`src/rtl/uart_pkg.sv`:
```
// Shared constants and FSM state encoding for the UART transmit-side FIFO.
package uart_pkg;

    localparam int BYTE_W             = 8;
    localparam int DEFAULT_DEPTH_LOG2 = 4;

    typedef enum logic [1:0] {
        ST_IDLE      = 2'd0,
        ST_SEND      = 2'd1,
        ST_WAIT_DONE = 2'd2,
        ST_GAP       = 2'd3
    } tx_state_t;

endpackage

```
`src/rtl/uart_byte_fifo.sv`:
```
// Circular byte FIFO with registered flags, occupancy count and overflow pulse.
// Pointers carry one extra MSB so full and empty are distinguishable while the
// low bits wrap naturally modulo the depth.
module uart_byte_fifo
    import uart_pkg::*;
#(
    parameter int DEPTH_LOG2 = DEFAULT_DEPTH_LOG2
) (
    input  logic                clock,
    input  logic                rst_n,
    input  logic                wr_dv,
    input  logic [BYTE_W-1:0]   wr_byte,
    input  logic                pop,
    output logic [BYTE_W-1:0]   head_byte,
    output logic                full,
    output logic                empty,
    output logic [DEPTH_LOG2:0] count,
    output logic                overflow
);

    localparam int DEPTH = 1 << DEPTH_LOG2;

    logic [BYTE_W-1:0]   storage [DEPTH];
    logic [DEPTH_LOG2:0] wr_ptr;
    logic [DEPTH_LOG2:0] rd_ptr;
    logic [DEPTH_LOG2:0] wr_ptr_next;
    logic [DEPTH_LOG2:0] rd_ptr_next;
    logic                wr_accept;
    logic                pop_accept;

    // Accept decisions use the registered flags, so a write while full is
    // dropped even if a pop happens on the same edge.
    always_comb begin
        wr_accept   = wr_dv && !full;
        pop_accept  = pop && !empty;
        wr_ptr_next = wr_ptr + {{DEPTH_LOG2{1'b0}}, wr_accept};
        rd_ptr_next = rd_ptr + {{DEPTH_LOG2{1'b0}}, pop_accept};
    end

    // Storage array; contents need no reset because the pointers gate them.
    always_ff @(posedge clock) begin
        if (wr_accept) begin
            storage[wr_ptr[DEPTH_LOG2-1:0]] <= wr_byte;
        end
    end

    // Pointers plus flags/count registered from the post-edge pointer values.
    always_ff @(posedge clock or negedge rst_n) begin
        if (!rst_n) begin
            wr_ptr   <= '0;
            rd_ptr   <= '0;
            count    <= '0;
            empty    <= 1'b1;
            full     <= 1'b0;
            overflow <= 1'b0;
        end else begin
            wr_ptr   <= wr_ptr_next;
            rd_ptr   <= rd_ptr_next;
            count    <= wr_ptr_next - rd_ptr_next;
            empty    <= (wr_ptr_next == rd_ptr_next);
            full     <= (wr_ptr_next[DEPTH_LOG2] != rd_ptr_next[DEPTH_LOG2]) &&
                        (wr_ptr_next[DEPTH_LOG2-1:0] == rd_ptr_next[DEPTH_LOG2-1:0]);
            overflow <= wr_dv && full;
        end
    end

    assign head_byte = storage[rd_ptr[DEPTH_LOG2-1:0]];

endmodule

```
`src/rtl/uart_tx_fifo.sv`:
```
// Byte buffer and launch sequencer in front of the UART transmitter.
// Buffers host writes and launches them one at a time, waiting for each
// frame to complete plus one gap cycle before the next launch.
module uart_tx_fifo
    import uart_pkg::*;
#(
    parameter int DEPTH_LOG2 = DEFAULT_DEPTH_LOG2
) (
    input  logic                i_Clock,
    input  logic                i_Rst_L,
    input  logic                i_Wr_DV,
    input  logic [BYTE_W-1:0]   i_Wr_Byte,
    output logic                o_Full,
    output logic                o_Empty,
    output logic [DEPTH_LOG2:0] o_Count,
    output logic                o_Overflow,
    output logic                o_TX_DV,
    output logic [BYTE_W-1:0]   o_TX_Byte,
    input  logic                i_TX_Active,
    input  logic                i_TX_Done
);

    tx_state_t         state;
    tx_state_t         state_next;
    logic              pop;
    logic              fifo_empty;
    logic [BYTE_W-1:0] head_byte;
    logic              tx_dv_r;
    logic [BYTE_W-1:0] tx_byte_r;

    uart_byte_fifo #(
        .DEPTH_LOG2 (DEPTH_LOG2)
    ) u_fifo (
        .clock     (i_Clock),
        .rst_n     (i_Rst_L),
        .wr_dv     (i_Wr_DV),
        .wr_byte   (i_Wr_Byte),
        .pop       (pop),
        .head_byte (head_byte),
        .full      (o_Full),
        .empty     (fifo_empty),
        .count     (o_Count),
        .overflow  (o_Overflow)
    );

    // Launch FSM state register; reset parks in IDLE, where the busy check
    // keeps a frame still in flight from being overlapped.
    always_ff @(posedge i_Clock or negedge i_Rst_L) begin
        if (!i_Rst_L) begin
            state <= ST_IDLE;
        end else begin
            state <= state_next;
        end
    end

    // Next-state and pop decision; done pulses only matter in WAIT_DONE.
    always_comb begin
        state_next = state;
        pop        = 1'b0;
        case (state)
            ST_IDLE: begin
                if (!fifo_empty && !i_TX_Active) begin
                    pop        = 1'b1;
                    state_next = ST_SEND;
                end
            end
            ST_SEND: begin
                state_next = ST_WAIT_DONE;
            end
            ST_WAIT_DONE: begin
                if (i_TX_Done) begin
                    state_next = ST_GAP;
                end
            end
            ST_GAP: begin
                state_next = ST_IDLE;
            end
            default: begin
                state_next = ST_IDLE;
            end
        endcase
    end

    // Registered launch pulse (high exactly while in SEND) and held launch byte.
    always_ff @(posedge i_Clock or negedge i_Rst_L) begin
        if (!i_Rst_L) begin
            tx_dv_r   <= 1'b0;
            tx_byte_r <= '0;
        end else begin
            tx_dv_r <= (state_next == ST_SEND);
            if (pop) begin
                tx_byte_r <= head_byte;
            end
        end
    end

    assign o_TX_DV   = tx_dv_r;
    assign o_TX_Byte = tx_byte_r;
    assign o_Empty   = fifo_empty;

endmodule

```
`config.mk`:
```
export PLATFORM = sky130hd
export DESIGN_NAME = uart_tx_fifo
export DESIGN_NICKNAME = d
export VERILOG_FILES = /design/src/rtl/uart_pkg.sv /design/src/rtl/uart_byte_fifo.sv /design/src/rtl/uart_tx_fifo.sv
export SDC_FILE = /design/constraint.sdc
export NUM_CORES = 1
export LEC_CHECK = 0
export ABC_CLOCK_PERIOD_IN_PS = 7700
export BUFFER_PORTS_ARGS = -buffer_cell sky130_fd_sc_hd__clkbuf_2
export CORE_ASPECT_RATIO = 0.6
export CORE_MARGIN = 2
export CORE_UTILIZATION = 55
export CTS_CLUSTER_SIZE = 40
export DETAILED_ROUTE_END_ITERATION = 7
export HOLD_SLACK_MARGIN = 0.12
export PLACE_DENSITY_LB_ADDON = 0.15
export SLEW_MARGIN = 20
export SYNTH_ARGS = -nofsm -noshare
export SYNTH_HDL_FRONTEND = slang
export SYNTH_SLANG_ARGS = --single-unit
```
`constraint.sdc`:
```
create_clock -name i_Clock -period 7.7 [get_ports i_Clock]
set_input_delay 0.77 -clock i_Clock [delete_from_list [all_inputs] [get_ports i_Clock]]
set_output_delay 0.77 -clock i_Clock [all_outputs]
set_load 0.02 [all_outputs]
```
==> results.ini <==
[outcome]
status=finished, final reports clean

[yosys]
yosysUniqueCellTypes=32
ys_ff_latch=157
ys.warnings.count=0
seq_area_frac_synth_pct=73.3
synth_area_per_cell_um2=19.8
synth.net_count=338
synth_top_area_share_pct=61.6
synthCells=315
yosys-top-cells-area=edfxtp_1, dfrtp_1, mux4_1, mux4_2, ha_1
synth.largest_area_cell=edfxtp_1
syn_area_mm2=0.00624

[final_layout]
syn_to_final_growth_pct=15.6
nFillCells=750
fin_nets=382
final_layout_size_suffix_gt1_share_pct=24.2
stdcell_area_mm2=0.00721
diodes=0

[power_and_ir_drop]
peakVddDrop_mv=0.211
power_density_mw_per_mm2=404
static-leakage-power_nw=2.63

[clock_network]
cts_hold_buf=0
h-tree-depth=4
cts_resized=0
cts_tree=done
clkSinkCount=157
cts-root-buf=clkbuf_16
worstSkewPairLatency_ps=410
cts_max_path_buffers=2
cts_buffers=17
post_cts_buffers=0
path_clk_slew_ps=60

[worst_setup_path]
arrival_ps=3190
start_kind=flop
crit_path_end_kind=flop
path_max_fanout=10
r2r_cells=13
setup.worst_path.class=flop to flop
cp.required_ps=8000

[grt]
grt_antenna_before_repair=0
first_global_vias=2932
grtUsageMet1_pct=31.1
grt_use_met2_pct=30.1
use_met3_pct=5.47
grt_max_degree=34
grt_pass1_wl_um=17500
grtUsageTotal_pct=20.3
busiest_layer=met1
grt-ovfl-total=0

[placed_design]
dp_hpwl_um=7270
dpl_cell_area_mm2=0.00655
io_buffers=29
preCtsSetupSlack_ps=4500
gp_congestion=0.778

[route]
drc=0
drt-initial-drc-count=228
antenna_left=0
wl_per_cell_um=22.2
vias=2915
dr.pass1.iters=6
drt-total-wl_um=11400
via_per_inst=5.65

[timing]
setup_viol=0
final.setup.tns_ps=0
finalHoldViolCount=0
finalCritPeriodShare_pct=37.5
fmax_mhz=346
slew_viol_final=0
rsz0062_at_grt=false
slew_headroom_pct=29.2
period_minus_slack_ps=2890
holdWs_ps=424
worst_clock_skew_ps=8.20
tightest_slew_ps=1060
setup_ws_ps=4810

[floorplanning]
die-area_mm2=0.0122
start_util_pct=55.8
rows=30
die-height_um=86.5
pin_count=30
dieWidth_um=141
core_area_mm2=0.0112

[flow_run]
drv_cap=0

[worst_hold_path]
hp-class=input port to async pin

## synthesized netlist by cell type
library cell / n
clkbuf_1: 2
dfstp_2: 1
o21ai_1: 7
nor2_1: 20
xor2_1: 5
a221o_1: 1
mux4_1: 21
o21ai_0: 2
buf_6: 3
nand2_2: 1
a21oi_1: 1
o21bai_1: 1
dfrtp_1: 28
mux2i_1: 8
nand3_1: 6
maj3_1: 1
nand2_1: 2
buf_2: 6
mux2_2: 8
inv_1: 12
a22oi_1: 7
mux4_2: 11
nand3b_1: 2
edfxtp_1: 128
ha_1: 10
or3b_2: 1
and2_1: 1
nor2b_1: 4
nor3_1: 5
a221oi_1: 1
nand2b_1: 2
xnor2_1: 7
## cells by family (layout without fill, tap and decap cells)
logic type                 after synthesis  in the layout  share of synthesized area, %
xor gates and xnor gates                12             12                          1.69
buffers and inverters                   23             80                          1.87
muxes                                   48             48                          15.5
adders and majority gates               11             11                          2.17
DFF                                    157            157                          73.3
AOI/OAI and AO/OA                       20             20                          2.07
and+or+nand+nor                         44             44                          3.39
## flip-flops by register name (all words and copies together) (netlist names), 2 cells and up
name / count
u_fifo.storage: 128
u_fifo.wr_ptr: 5
o_TX_Byte: 8
state: 2
u_fifo.rd_ptr: 5
u_fifo.count: 5
## final timing paths
path	endpoint	slack [ps]	from
setup reg to reg	u_fifo.count[4]	4810	state[0]
max in group asynchronous	u_fifo.rd_ptr[0]	6740	i_Rst_L
hold reg to reg	u_fifo.overflow	510	u_fifo.full
min in group i_Clock	u_fifo.overflow	510	u_fifo.full
setup / recovery	u_fifo.count[4]	4810	state[0]
hold / removal	u_fifo.count[0]	420	i_Rst_L
## metal layers
layer  wire (um)  vias to the layer above
met5           0                        -
met4          48                        0
met3         895                        4
met2        5180                       87
met1        5310                     1480
li1            -                     1344
## cell type report
class / count / area (um2) / share of cell area [%]
sequential: 157 / 4570 / 63.4
multi-input combinational: 135 / 1550 / 21.5
clock buffer: 17 / 425 / 5.90
clock inverter: 15 / 240 / 3.33
timing repair buffer: 36 / 198 / 2.74
tap: 144 / 180 / 2.50
inverter: 12 / 45.0 / 0.625
## metrics by stage
stage	power [W]	utilization [%]	instances
after floorplan	0.00177	-	315
after global placement	0.00198	58.5	484
after detailed placement	0.00200	58.5	484
after CTS	0.00294	64.5	516
after global routing	0.00306	64.5	516
final	0.00291	64.5	516
## cells in the final DEF (no fill, tap or decap)
cell and count:
ha_1 10, bufinv_16 6, mux4_1 21, nand2_1 2, inv_6 3, o21ai_0 2
a22oi_1 7, xor2_1 5, nand2b_1 2, edfxtp_1 128, mux2i_1 8, maj3_1 1
nor2b_1 4, clkinv_1 1, clkbuf_2 29, or3b_2 1, mux2_2 8, and2_1 1
xnor2_1 7, dfstp_2 1, dfrtp_2 1, nand2_2 1, nand3b_1 2, buf_4 7
inv_1 12, mux4_2 11, clkinvlp_4 2, a221o_1 1, o21ai_1 7, clkbuf_16 17
nor2_1 20, dfrtp_1 27, clkinv_2 3, a21oi_1 1, nor3_1 5, nand3_1 6
o21bai_1 1, a221oi_1 1
## report_power, final
group | switching (W) | internal [W] | total [W]
registers | 0.0000637 | 0.00107 | 0.00113
clock network | 0.000329 | 0.000608 | 0.000937
logic | 0.000471 | 0.000371 | 0.000842
## critical path: stages (launching register included)
cell and delay, ps:
dfrtp_1 320, inv_1 80, ha_1 230, nand2_2 200, inv_1 90, ha_1 200, ha_1 310, nor2b_1 260
nor2_1 100, ha_1 200, nor2_1 180, o21bai_1 110, maj3_1 370, xnor2_1 130
Power figures use the tool's default switching activity.
